$ cat src/rtl/alu_arbiter.sv
// Two-requester round-robin arbiter that sequences operations through one shared, registered ALU.
// Optional statistics counters are enabled with the ALU_ARBITER_STATS_EN macro.
module alu_arbiter #(
  parameter int WIDTH     = 4,
  parameter int CNT_WIDTH = 8
) (
  input  logic                 i_clk,
  input  logic                 i_rstn,
  input  logic                 i_req0_valid,
  input  logic                 i_req1_valid,
  output logic                 o_req0_ready,
  output logic                 o_req1_ready,
  input  logic [WIDTH-1:0]     i_req0_arg0,
  input  logic [WIDTH-1:0]     i_req0_arg1,
  input  logic [1:0]           i_req0_oper,
  input  logic [WIDTH-1:0]     i_req1_arg0,
  input  logic [WIDTH-1:0]     i_req1_arg1,
  input  logic [1:0]           i_req1_oper,
  output logic                 o_rsp0_valid,
  output logic                 o_rsp1_valid,
  input  logic                 i_rsp0_ready,
  input  logic                 i_rsp1_ready,
  output logic [WIDTH-1:0]     o_rsp_result,
  output logic [3:0]           o_rsp_flag,
  output logic [WIDTH-1:0]     o_alu_arg0,
  output logic [WIDTH-1:0]     o_alu_arg1,
  output logic [1:0]           o_alu_oper,
  input  logic [WIDTH-1:0]     i_alu_result,
  input  logic [3:0]           i_alu_flag,
  output logic                 o_busy,
  output logic [CNT_WIDTH-1:0] o_op_cnt,
  output logic [CNT_WIDTH-1:0] o_err_cnt
);

  typedef enum logic [1:0] {IDLE, EXEC, CAPT, RESP} state_t;

  state_t r_state;
  state_t w_next;
  logic   r_last;
  logic   r_gnt;
  logic   w_gnt;
  logic   w_acc;
  logic   w_rsp_hs;

  // On a tie the requester that did not win last time gets the grant.
  always_comb begin
    w_gnt = i_req1_valid;
    if (i_req0_valid && i_req1_valid) w_gnt = ~r_last;
  end

  // Readies are gated by reset so every output reads 0 while reset is held.
  assign o_req0_ready = i_rstn & (r_state == IDLE) & i_req0_valid & ~w_gnt;
  assign o_req1_ready = i_rstn & (r_state == IDLE) & i_req1_valid &  w_gnt;
  assign w_acc        = o_req0_ready | o_req1_ready;
  assign w_rsp_hs     = (o_rsp0_valid & i_rsp0_ready) | (o_rsp1_valid & i_rsp1_ready);
  assign o_busy       = (r_state != IDLE);

  always_ff @(posedge i_clk or negedge i_rstn) begin
    if (!i_rstn) r_state <= IDLE;
    else         r_state <= w_next;
  end

  always_comb begin
    w_next = r_state;
    case (r_state)
      IDLE:    if (w_acc) w_next = EXEC;
      EXEC:    w_next = CAPT;
      CAPT:    w_next = RESP;
      RESP:    if (w_rsp_hs) w_next = IDLE;
      default: w_next = IDLE;
    endcase
  end

  always_ff @(posedge i_clk or negedge i_rstn) begin
    if (!i_rstn) begin
      r_last       <= 1'b1;
      r_gnt        <= 1'b0;
      o_alu_arg0   <= '0;
      o_alu_arg1   <= '0;
      o_alu_oper   <= '0;
      o_rsp_result <= '0;
      o_rsp_flag   <= '0;
      o_rsp0_valid <= 1'b0;
      o_rsp1_valid <= 1'b0;
    end else begin
      if (w_acc) begin
        o_alu_arg0 <= w_gnt ? i_req1_arg0 : i_req0_arg0;
        o_alu_arg1 <= w_gnt ? i_req1_arg1 : i_req0_arg1;
        o_alu_oper <= w_gnt ? i_req1_oper : i_req0_oper;
        r_gnt      <= w_gnt;
        r_last     <= w_gnt;
      end
      // ALU output is valid during CAPT; it is only ever seen through these registers.
      if (r_state == CAPT) begin
        o_rsp_result <= i_alu_result;
        o_rsp_flag   <= i_alu_flag;
        o_rsp0_valid <= ~r_gnt;
        o_rsp1_valid <=  r_gnt;
      end
      if ((r_state == RESP) && w_rsp_hs) begin
        o_rsp0_valid <= 1'b0;
        o_rsp1_valid <= 1'b0;
      end
    end
  end

`ifdef ALU_ARBITER_STATS_EN
  function automatic logic [CNT_WIDTH-1:0] sat_inc(input logic [CNT_WIDTH-1:0] v);
    return (&v) ? v : v + 1'b1;
  endfunction

  always_ff @(posedge i_clk or negedge i_rstn) begin
    if (!i_rstn) begin
      o_op_cnt  <= '0;
      o_err_cnt <= '0;
    end else if (w_rsp_hs) begin
      o_op_cnt <= sat_inc(o_op_cnt);
      if (o_rsp_flag[0]) o_err_cnt <= sat_inc(o_err_cnt);
    end
  end
`else
  assign o_op_cnt  = '0;
  assign o_err_cnt = '0;
`endif

endmodule

$ cat config.mk
export PLATFORM = sky130hd
export DESIGN_NAME = alu_arbiter
export DESIGN_NICKNAME = d
export VERILOG_FILES = /design/src/rtl/alu_arbiter.sv
export SDC_FILE = /design/constraint.sdc
export NUM_CORES = 1
export LEC_CHECK = 0
export CELL_PAD_IN_SITES_DETAIL_PLACEMENT = 0
export CELL_PAD_IN_SITES_GLOBAL_PLACEMENT = 1
export CORE_UTILIZATION = 29
export DETAILED_ROUTE_END_ITERATION = 10
export HOLD_SLACK_MARGIN = 0.12
export PLACE_DENSITY = 0.81
export SETUP_SLACK_MARGIN = 0.1
export SKIP_CTS_REPAIR_TIMING = 1
export SLEW_MARGIN = 0
export SYNTH_ARGS = -nofsm -noshare
export SYNTH_HDL_FRONTEND = slang
export SYNTH_SLANG_ARGS = --single-unit
$ cat constraint.sdc
create_clock -name i_clk -period 2.85 [get_ports i_clk]
set_clock_uncertainty 0.15 [all_clocks]
set_input_delay 0.4275 -clock i_clk [delete_from_list [all_inputs] [get_ports i_clk]]
set_output_delay 0.4275 -clock i_clk [all_outputs]
set_load 0.01 [all_outputs]
==> results of run 1 <==
-- final cells by class --
cell class	count	share of cell area
Clock inverter	1	0.0160
Clock buffer	3	0.0220
Sequential cell	24	0.320
Multi-Input combinational cell	78	0.290
Tap cell	50	0.0333
Inverter	4	0.00799
Timing Repair Buffer	59	0.310
-- cell families after synthesis --
family	Yosys count	synth area share
DFF	24	0.478
buffers and inverters	24	0.135
other	1	0.00298
adders and majority gates	4	0.0397
AOI/OAI and AO/OA	19	0.102
and+or+nand+nor	18	0.0636
muxes	21	0.179
-- tightest hold or removal path: cells and delay by family, from the launching register on --
family	cells	cell delay, ns
AOI/OAI and AO/OA	1	0.06
DFF	1	0.35
and+or+nand+nor	1	0.05
-- cells in the mapped netlist (all sizes together), types with 2 or more instances --
cell type  number
buf            19
dfrtp          23
ha              4
inv             4
mux2            9
mux2i          12
nand2          12
nand3           2
nor2            3
o21ai          12
-- metrics by stage --
stage               cells  total power [mW]  hold slack [ns]
detailed placement    215              1.51            0.328
floorplan             126              1.10          -0.0181
finish                219              1.79            0.347
global route          219              1.92            0.378
global placement      215              1.46            0.319
CTS                   219              1.81            0.348
-- sequential cells by signal, summed over array words and instances (netlist names) --
name	cells
o_rsp1_valid	1
o_alu_arg0	4
o_rsp_flag	4
r_state	2
o_rsp0_valid	1
r_last	1
o_rsp_result	4
r_gnt	1
o_alu_oper	2
o_alu_arg1	4
-- layer usage --
metal	track usage	vias up	part of all wire
li1	-	461	-
met1	0.127	455	0.37
met2	0.246	56	0.53
met3	0.0283	4	0.085
met4	0.0547	0	0.0082
met5	0	-	0
-- power groups by stage --
stage | sequential [mW] | combinational (mW) | clock [mW]
floorplan | 0.672 | 0.424 | 0
global placement | 0.608 | 0.852 | 0
detailed placement | 0.624 | 0.886 | 0
CTS | 0.617 | 0.890 | 0.303
global route | 0.638 | 0.966 | 0.318
finish | 0.616 | 0.881 | 0.296
-- worst max-delay path by stage --
stage	slack, ns	cells past startpoint	to	startpoint
after detailed placement	0.26	4	o_req0_ready	i_req0_valid
after global placement	0.29	4	o_req0_ready	i_req0_valid
after floorplan	1.23	4	o_req0_ready	r_state[0]$_DFFE_PN0P_
final	0.27	4	o_req0_ready	i_req0_valid
after global routing	0.22	5	o_req0_ready	r_state[0]$_DFFE_PN0P_
after CTS	0.26	4	o_req0_ready	i_req0_valid
==> metrics, run 1 <==
Hold Path Sink o_alu_arg0[3]$_DFFE_PN0P_; Post-Layout Inst Area 1880 sq um; placed standard-cell area 1810 sq um; Synth top area share 0.457; number of remaining DRC errors 0; kind of critical path input pin to output pin; via count 976; Critical R2R Launch r_state[0]$_DFFE_PN0P_; I/O pins 73; peak per-stage delay on the critical path 0.55 ns; share of synthesized registers carrying an async set or reset 1.00; Sw Pwr 0.579 mW; ordered list of cells on the worst path clkdlybuf4s50_1 > a21bo_4 > nor2b_1 > clkdlybuf4s50_1; maximum clock path buffer count 2; number of placement rows 23; number of warnings printed during yosys synthesis 0; vertical die dimension 67.9 um; core outline area 4090 sq um; Die Span X 67.9 um; share of layout cells above drive strength 1 0.118; area of the die 4610 sq um; unrepaired setup endpoints after global routing no; kind of capture point of the worst setup path output pin; Sequential Area 602 sq um; proportion of power drawn by combinational gates 0.491; final core utilization 0.460; remaining number of nets flagged by the antenna check after routing 0; fraction of the yosys area taken by sequential cells 0.478; end of the worst register-to-register path o_rsp_flag[3]$_DFFE_PN0P_; cell at the slowest stage of the critical path clkdlybuf4s50_1; Primary FF master, synth dfrtp_1; post-placement worst setup slack 0.258 ns; number of standard cells after synthesis 111; maximum frequency from static timing analysis 388 MHz; drt pass-1 iters 4; worst hold start o_alu_arg0[3]$_DFFE_PN0P_; Hold Crit Depth 2; routability-driven placement congestion ratio 0.687; Final Setup Violations 0; most area-consuming cells after synthesis dfrtp_1, mux2i_1, buf_4; antenna violations before repair 0; clock-pin slew on the worst setup and hold paths 0.08 ns; Data required, critical path 2.27 ns; dpl hpwl 2210 um; data arrival at the endpoint of the critical path 2.00 ns; global-route wire length before repair 4290 um; Post-synth EDFFs 0; mean post-synth cell area 11.4 sq um; slew of the pin with the lowest slew margin 0.506 ns; Initial Utilization 0.308; Ant. Diodes 0; library cell used as clock root buffer clkbuf_8; worst setup slack for register-to-register paths 1.16 ns; cell type with the highest occurrence count on the critical path clkdlybuf4s50_1; leakage power figure 0.851 nW; most frequent standard cell in the layout excluding fill and tap cells clkdlybuf4s50_1; Period minus WS final 2.58 ns; first-iteration detailed-routing DRC count 25; clock share of power 0.165; Register-to-Register Path Depth 3; worst IR drop on VDD 311 uV; final total negative setup slack 0 ns; Clock Latency Late Sink 0.26 ns; Final Hold Vio Count 0; PwrDens 955 nW/um^2; Max FO, Critical Path 12; via density per instance 4.46; part of the total power dissipated in sequential elements 0.344; Post-layout nets 208; filler cell count 385; kind of cell adding the most delay to the critical path buffers and inverters; vias in the first global route 980; CTS sink cnt 24; Netlist Area Pre-Place 1260 sq um; total congestion overflow after global routing 0; maximum number of pins on one net before global-route repair 21; TritonCTS clock tree done; result of the run completed; total clock buffers created by CTS 3; path category of the worst min-delay check flip-flop to flip-flop; Routed Wire Length 2810 um; fraction of power spent switching nets 0.323; signed area change from the synthesized netlist to the final layout 49.1%; Max-slew headroom 0.663; number of library cell types mapped by synthesis 26; H-Tree Depth 1; Tcrit/Tclk final 0.905; element type at the critical path start input pin; post-synthesis cell type with the largest combined area dfrtp_1; top library cells by usage in the layout, fill and taps aside clkdlybuf4s50_1, dfrtp_1, conb_1; setup ws final 0.272 ns; Buf/Inv on CP 2; number of maximum-capacitance violations 0; aggregate global-route resource usage 0.127; Slew Viols, Final 0; Yosys reg bits 24; combined area of the multi-input logic cells 544 sq um; number of input and output port buffers inserted 56; average detailed-routed wire length per instance 12.8 um; Internal Pwr Total 1.21 mW
Power figures use the tool's default switching activity.
==> inputs of run 2 (changes only) <==
--- a/config.mk
+++ b/config.mk
@@ -5,6 +5,7 @@
 export SDC_FILE = /design/constraint.sdc
 export NUM_CORES = 1
 export LEC_CHECK = 0
+export CAP_MARGIN = 30
 export CELL_PAD_IN_SITES_DETAIL_PLACEMENT = 0
 export CELL_PAD_IN_SITES_GLOBAL_PLACEMENT = 1
 export CORE_UTILIZATION = 29
==> results of run 2 <==
Same layout as run 1: the final DEF is identical, and so are final timing and power.
==> inputs of run 3 (changes only) <==
--- a/config.mk
+++ b/config.mk
@@ -18,3 +18,4 @@
 export SYNTH_ARGS = -nofsm -noshare
 export SYNTH_HDL_FRONTEND = slang
 export SYNTH_SLANG_ARGS = --single-unit
+export TNS_END_PERCENT = 5
==> results of run 3 <==
Same layout as run 1: the final DEF is identical, and so are final timing and power.
